--- src/rtl/imem_loader.sv ---
// Byte-stream program loader: assembles framed bytes into 32-bit words, writes them to
// instruction memory and holds the CPU in reset until a checksummed frame has loaded.
module imem_loader #(
  parameter int         ADDR_W = 8,
  parameter logic [7:0] SYNC   = 8'hA5
) (
  input  logic              clk,
  input  logic              rst_n,
  input  logic [7:0]        in_data,
  input  logic              in_valid,
  output logic              in_ready,
  output logic              imem_we,
  output logic [ADDR_W-1:0] imem_waddr,
  output logic [31:0]       imem_wdata,
  output logic              cpu_hold,
  output logic              load_done,
  output logic              load_err
);

  typedef enum logic [2:0] {
    IDLE  = 3'd0,
    COUNT = 3'd1,
    DATA  = 3'd2,
    CHECK = 3'd3,
    DONE  = 3'd4,
    ERROR = 3'd5
  } state_t;

  localparam logic [31:0] DEPTH_C = 32'd1 << ADDR_W;

  state_t              state_r;
  state_t              state_nxt_s;
  logic                in_ready_r;
  logic                imem_we_r;
  logic [ADDR_W-1:0]   imem_waddr_r;
  logic [31:0]         imem_wdata_r;
  logic                cpu_hold_r;
  logic                load_done_r;
  logic                load_err_r;
  logic [7:0]          n_r;
  logic [7:0]          words_r;
  logic [1:0]          idx_r;
  logic [7:0]          chk_r;
  logic                xfer_s;
  logic                we_nxt_s;
  logic                count_bad_s;
  logic                last_word_s;

  // Running frame checksum: XOR of every payload byte.
  function automatic logic [7:0] chk_update(input logic [7:0] chk, input logic [7:0] b);
    return chk ^ b;
  endfunction

  assign xfer_s      = in_valid & in_ready_r;
  assign count_bad_s = (in_data == 8'd0) || ({24'd0, in_data} > DEPTH_C);
  assign last_word_s = (words_r == (n_r - 8'd1));

  assign in_ready   = in_ready_r;
  assign imem_we    = imem_we_r;
  assign imem_waddr = imem_waddr_r;
  assign imem_wdata = imem_wdata_r;
  assign cpu_hold   = cpu_hold_r;
  assign load_done  = load_done_r;
  assign load_err   = load_err_r;

  // Next-state and write-strobe decode.
  always_comb begin
    state_nxt_s = state_r;
    we_nxt_s    = 1'b0;
    case (state_r)
      IDLE: begin
        if (xfer_s && (in_data == SYNC)) begin
          state_nxt_s = COUNT;
        end else begin
          state_nxt_s = IDLE;
        end
      end
      COUNT: begin
        if (xfer_s) begin
          if (count_bad_s) begin
            state_nxt_s = ERROR;
          end else begin
            state_nxt_s = DATA;
          end
        end else begin
          state_nxt_s = COUNT;
        end
      end
      DATA: begin
        // The strobe cycle blocks input, so a byte can never arrive alongside it.
        if (imem_we_r) begin
          if (last_word_s) begin
            state_nxt_s = CHECK;
          end else begin
            state_nxt_s = DATA;
          end
        end else if (xfer_s && (idx_r == 2'd3)) begin
          we_nxt_s    = 1'b1;
          state_nxt_s = DATA;
        end else begin
          state_nxt_s = DATA;
        end
      end
      CHECK: begin
        if (xfer_s) begin
          if (in_data == chk_r) begin
            state_nxt_s = DONE;
          end else begin
            state_nxt_s = ERROR;
          end
        end else begin
          state_nxt_s = CHECK;
        end
      end
      DONE, ERROR: begin
        if (xfer_s && (in_data == SYNC)) begin
          state_nxt_s = COUNT;
        end else begin
          state_nxt_s = state_r;
        end
      end
      default: begin
        state_nxt_s = IDLE;
      end
    endcase
  end

  // State register.
  always_ff @(posedge clk or negedge rst_n) begin
    if (!rst_n) begin
      state_r <= IDLE;
    end else begin
      state_r <= state_nxt_s;
    end
  end

  // Status outputs follow the next state so cpu_hold and load_done switch together.
  always_ff @(posedge clk or negedge rst_n) begin
    if (!rst_n) begin
      in_ready_r  <= 1'b0;
      imem_we_r   <= 1'b0;
      cpu_hold_r  <= 1'b1;
      load_done_r <= 1'b0;
      load_err_r  <= 1'b0;
    end else begin
      in_ready_r  <= ~we_nxt_s;
      imem_we_r   <= we_nxt_s;
      cpu_hold_r  <= (state_nxt_s != DONE);
      load_done_r <= (state_nxt_s == DONE);
      load_err_r  <= (state_nxt_s == ERROR);
    end
  end

  // Frame datapath: word assembly, checksum, word count and write address.
  always_ff @(posedge clk or negedge rst_n) begin
    if (!rst_n) begin
      imem_waddr_r <= {ADDR_W{1'b0}};
      imem_wdata_r <= 32'd0;
      n_r          <= 8'd0;
      words_r      <= 8'd0;
      idx_r        <= 2'd0;
      chk_r        <= 8'd0;
    end else if ((state_r == COUNT) && (state_nxt_s == DATA)) begin
      n_r          <= in_data;
      words_r      <= 8'd0;
      idx_r        <= 2'd0;
      chk_r        <= 8'd0;
      imem_waddr_r <= {ADDR_W{1'b0}};
    end else if ((state_r == DATA) && xfer_s) begin
      imem_wdata_r[{idx_r, 3'b000} +: 8] <= in_data;
      chk_r <= chk_update(chk_r, in_data);
      idx_r <= idx_r + 2'd1;
    end else if ((state_r == DATA) && imem_we_r) begin
      // Address steps after the strobe; held on the last word so it never wraps.
      words_r <= words_r + 8'd1;
      if (!last_word_s) begin
        imem_waddr_r <= imem_waddr_r + {{(ADDR_W-1){1'b0}}, 1'b1};
      end else begin
        imem_waddr_r <= imem_waddr_r;
      end
    end else begin
      imem_waddr_r <= imem_waddr_r;
      chk_r        <= chk_r;
    end
  end

endmodule

--- config.mk ---
export PLATFORM = sky130hd
export DESIGN_NAME = imem_loader
export DESIGN_NICKNAME = d
export VERILOG_FILES = /design/src/rtl/imem_loader.sv
export SDC_FILE = /design/constraint.sdc
export NUM_CORES = 1
export LEC_CHECK = 0
export CELL_PAD_IN_SITES_DETAIL_PLACEMENT = 1
export CELL_PAD_IN_SITES_GLOBAL_PLACEMENT = 1
export CORE_ASPECT_RATIO = 0.7
export CORE_UTILIZATION = 37
export DETAILED_ROUTE_END_ITERATION = 7
export PLACE_DENSITY_LB_ADDON = 0.1
export SYNTH_ARGS = -nofsm -noshare
export SYNTH_HDL_FRONTEND = slang
export SYNTH_SLANG_ARGS = --single-unit
--- constraint.sdc ---
create_clock -name clk -period 2.5 [get_ports clk]
set_input_delay 0.25 -clock clk [delete_from_list [all_inputs] [get_ports clk]]
set_output_delay 0.25 -clock clk [all_outputs]
set_load 0.02 [all_outputs]
======== Word level (Yosys, flattened, before mapping) ========
Cells that the tools add are included.
storage, ports and cells
  register bits ........................... 74
  input bits .............................. 11
  output and inout bits ................... 45
  word-level logic and storage cells ...... 75
operators by class
  add/subtract/negate cells ............... 5
  equal/unequal tests ..................... 15
  shift operators ......................... 2
  multiplexer cells ....................... 24
  bitwise logic cells ..................... 4
  reduce and logical (&&, ||, !) cells .... 13
operators with widths
  operator                                              count
  two-way mux 8 bit                                     9
  bitwise mux 32 bit                                    1
  variable shift 8 x 7 -> 32 bit, first input constant  1
  variable part select 8 x 7 -> 32 bit                  1
  adder 8 x 1 -> 8 bit, second input constant           2
  == test 8 bit                                         2
  two-way mux 3 bit                                     5
  one-hot mux 3 bit (5 select lines)                    1
  == test 3 bit, second input constant                  4
  == test 3 x 2 -> 1 bit, second input constant         3
  == test 8 bit, second input constant                  1
  zero test 8 bit                                       1
  subtractor 8 x 1 -> 8 bit, second input constant      1
  bitwise XOR 8 bit                                     1
  negation 5 -> 7 bit                                   1
  two-way mux 1 bit                                     6
  logical AND 1 bit                                     5
  two-way mux 2 bit                                     2
  AND reduction 2 bit                                   2
  nonzero test 2 bit                                    2
  == test 3 x 1 -> 1 bit, second input constant         1
  zero test 3 bit                                       1
  inequality test 3 bit, second input constant          1
  AND reduction 3 bit                                   1
  other kinds (7)                                       8

======== Depth between registers and ports, before layout ========
  depth in word-level cells ............... 9
  mapped depth ............................ 9
  gate-level depth less buffers ........... 8

======== Least setup slack after synthesis ========
No wires, ideal clock.
  path kind ............................... register to register
  start ................................... reg n_r[2]
  end ..................................... reg imem_waddr_r[2] (netlist: imem_waddr[2])
  library setup time ...................... 122 ps
  arrival time ............................ 2,407 ps
  required time ........................... 2,378 ps
  path slack .............................. -30 ps
  stages on the path, launching flop included .. 8
  path buffers ............................ 1
  period minus slack after synthesis ...... 2,530 ps
  cell sequence ........................... dfrtp_1 -> or4_4 -> or4_4 -> a2111oi_2 -> o2111a_2 -> buf_6 -> nor3_1 -> nand2b_1
between the ends
  cells in the longest elaborated chain, start to end .. 9
  elaborated cells on any way between the ends .. 12
  classes of those cells .................. add/sub (1); eq/ne (4); mux (4); reduce/logical (3)
ends and longest elaborated chain
  what                                                            line  source
  from (decl)                                                     40    logic [7:0] n_r;
  from (signal assigned)                                          164   n_r <= in_data;
  subtractor 8 x 1 -> 8 bit *                                     56    assign last_word_s = (words_r == (n_r - 8'd1));
  == test 8 bit *                                                 56
  two-way mux 1 bit                                               92    if (last_word_s) begin
  two-way mux 3 bit                                               91    if (imem_we_r) begin
  one-hot mux 3 bit (5 select lines)                              70    case (state_r)
  == test 3 x 2 -> 1 bit                                          163   end else if ((state_r == COUNT) && (state_nxt_s == DATA)) begin
  logical AND 1 bit                                               163
  inequality test 2 bit (no source line) (tied with other cells)  --
  AND reduction 3 bit (no source line)                            --
  to (signal assigned)                                            168   imem_waddr_r <= {ADDR_W{1'b0}};
  to (signal assigned)                                            177   imem_waddr_r <= imem_waddr_r + {{(ADDR_W-1){1'b0}}, 1'b1};
  to (signal assigned)                                            179   imem_waddr_r <= imem_waddr_r;
  to (decl)                                                       35    logic [ADDR_W-1:0] imem_waddr_r;
Every way passes the cells marked *; elsewhere a longest branch is shown, timed or not.
A chain may end at the register's enable or synchronous reset.

======== Worst setup path after layout ========
  start ................................... reg n_r[2]
  end ..................................... reg load_err_r (netlist: load_err)
between the ends
  cells in the longest elaborated chain, start to end .. 6
ends and longest elaborated chain
  what                                line  source
  subtractor 8 x 1 -> 8 bit           56
  == test 8 bit                       56
  two-way mux 1 bit                   92
  two-way mux 3 bit                   91
  one-hot mux 3 bit (5 select lines)  70
  net state_nxt_s[0]                  32    state_t state_nxt_s;
  == test 3 bit                       150   load_err_r <= (state_nxt_s == ERROR);
  to (signal assigned)                150
  to (decl)                           39    logic load_err_r;
The timed path passes the listed nets, and every way through them passes these cells.

==> summary.md <==
| Metric | Value |
|---|---|
| Status | finished with violations |
| Failing checks | negative setup slack |
| DR pass1 iterations | 4 |
| I/O Pins | 56 |
| Max Cap Viol | 0 |
| Avg WL per Cell | 17.5 um |
| Setup ws final | -40.1 ps |
| Fin. Hold Viols | 0 |
| Layout cells sized above 1 | 0.156 |
| CP Data Required Time | 2780 ps |
| DRT antenna net count | 0 |
| Ys flop type | dfrtp_1 |
| Fin crit period | roughly 2500 ps |
| Die Ht | 84.5 um |
| CTS root buffer | clkbuf_16 |
| Crit Path Max Fanout | 6 |
| Fin. max-slew vios | 0 |
| Worst Setup End Kind | flip-flop |
| VDD IR-drop max | approximately 0.52 mV |
| Die W | 120 um |
| H-tree lvl count | 3 |
| Fin nets | 488 |
| PnR Total Power | 5.31 mW |
| FP Rows | 29 |
| Hold Path Class | reg2reg |
| Syn_nets | 407 |
| Fin crit share | 1.02 |
| GRT Total Usage | 0.227 |
| Layout area overhead | 35.0% |
| Vias | slightly above 3,000 |
| Yosys reg bits | 74 |
| GP Congestion | around 0.79 |
| Largest net degree at the start of global routing | 29 |
| Non-Filler Instances | 597 |
| Slew margin rel. | 0.452 |
| Synthesized area | 3600 sq um |
| CP Class | reg2reg |
| Worst Skew | about 4 ps |
| Asr flop ratio synth | 1.00 |
| Most frequent cells in the layout | nand2_1, dfrtp_1, clkdlybuf4s50_1 |
| Starting Density | 0.389 |
| Vias in the first global route | 3,316 |
| Initial detailed-routing violation count | 96 |
| Critical Path Start Type | flip-flop |
| Initial antenna violation count | 0 |
| Port Buffers | 55 |
| Detailed placement HPWL | 7.31 mm |
| Cell count after synthesis | 387 |
| CTS tree | built |
| Max clock buf depth | 2 |
| Fin area | 4860 sq um |
| Power Density | approximately 1100 nW/um^2 |
| DR DRC count | 0 |
| Post-route setup TNS | -128 ps |
| # clock sinks | 74 |
| Hold path depth | 2 |
| Core ar. | 9250 sq um |
| Worst R2R Path Depth | 6 |
| Placed Area | 4460 sq um |
| RSZ-0062 raised after global routing | yes |
| Inserted Clock Buffers | 9 |
| EDFF count, synth | 0 |
| Diodes inserted | 0 |
| Final setup fails | 8 |
| Leak | 2.06 nW |
| Synth unique cells | 44 |
| Register area share after synthesis | 0.515 |
| Mean post-synth cell area | 9.30 sq um |
| Placed instance count | 577 |
| Commonest non-fill, non-tap cell in the layout | nand2_1 |
| Synthesis Warnings | 0 |
| Worst-Skew Late Latency | 340 ps |
| Worst-path clk slew | 60 ps |
| Die ar. | 10,100 sq um |
| Vias per cell | 5.21 |
| First-pass GRT wire length | 17.3 mm |
| DRT Wirelength | 10.5 mm |
| Grt total ovfl | 0 |
| Worst-margin pin slew | 820 ps |
| Peak Freq | slightly below 0.4 GHz |
| Crit path arrival time | between 2000 and 3000 ps |
-- report_power, final --
part	internal, mW	total [mW]	switching [mW]
clock network	0.826	1.30	0.477
logic	1.01	2.17	1.16
registers	1.56	1.84	0.276
-- logic make-up after synthesis --
kind of cell             count (synthesis)  share of synthesized area
AND/OR/NAND/NOR                        169                      0.220
AO/OA/AOI/OAI                           81                      0.133
flip-flops                              74                      0.515
buffers and inverters                   27                     0.0302
XOR/XNOR                                21                     0.0511
adder cells (fa/ha/maj)                  9                     0.0313
multiplexers                             6                     0.0188
-- per-layer routing --
layer	GRT usage	routed length (um)
met1	0.304	5100
met2	0.351	4770
met3	0.0734	470
met4	0.0636	125
met5	0	0
-- cell usage after synthesis, drive strengths merged (4+ instances only) --
master,count,area share
o21ai,56,0.078
clkbuf,18,0.019
nor3,9,0.013
nand2b,4,0.0070
nand2,101,0.11
nor2,12,0.013
nand3,6,0.0097
nand4,7,0.012
xnor2,15,0.037
xor2,6,0.015
o31ai,6,0.013
or4,6,0.015
inv,8,0.0083
nor3b,5,0.010
mux2,6,0.019
ha,9,0.031
dfrtp,73,0.51
a21oi,6,0.0094
o211ai,4,0.0083
-- final timing paths --
| check | startpoint | to | slack (ps) |
|---|---|---|---|
| setup / recovery | n_r[2] | load_err | -40 |
| hold / removal | imem_wdata[17] | imem_wdata[17] | 480 |
| setup reg to reg | n_r[2] | load_err | -40 |
| hold reg to reg | imem_wdata[17] | imem_wdata[17] | 480 |
| max in group asynchronous | rst_n | cpu_hold | 1190 |
| min in group asynchronous | rst_n | chk_r[6] | 490 |
-- what timing repair did --
action | CTS | global route
hold endpoints to repair | 26 | 0
gates cloned | 0 | 0
setup endpoints to repair | 9 | 12
resized for setup | 7 | 8
pin swaps | 7 | 3
buffers inserted | 3 | 0
hold buffers | 1 | 0
-- final cells by class --
cell class,count,area [sq um]
Fill cell,1081,4390
Sequential cell,74,1850
Multi-Input combinational cell,286,1700
Timing Repair Buffer,89,818
Clock buffer,14,264
Tap cell,124,155
Clock inverter,2,35.0
Inverter,8,30.0
-- critical path, stage by stage, from the launching register on --
cell and delay (ps):
dfrtp_1 380, or4_4 570, or4_4 510, a2111oi_4 290
o2111a_2 320, a311o_2 250, and2_4 150
-- registers in the layout, summed over array words and instances, names as in the netlist, 2 cells and up --
register and flops:
chk_r 8, idx_r 2, imem_waddr 8, imem_wdata 32, n_r 8, state_r 3
words_r 8
-- per-stage QoR --
| step | hold slack, ps | utilization | worst slack [ps] |
|---|---|---|---|
| finish | 477 | 0.525 | -40.1 |
| global route | 518 | 0.525 | -134 |
| CTS | 486 | 0.522 | -20.6 |
| detailed placement | 312 | 0.482 | -91.1 |
| global placement | 311 | 0.482 | -35.8 |
| floorplan | -45.6 | - | -7.63 |
Power figures use the tool's default switching activity.
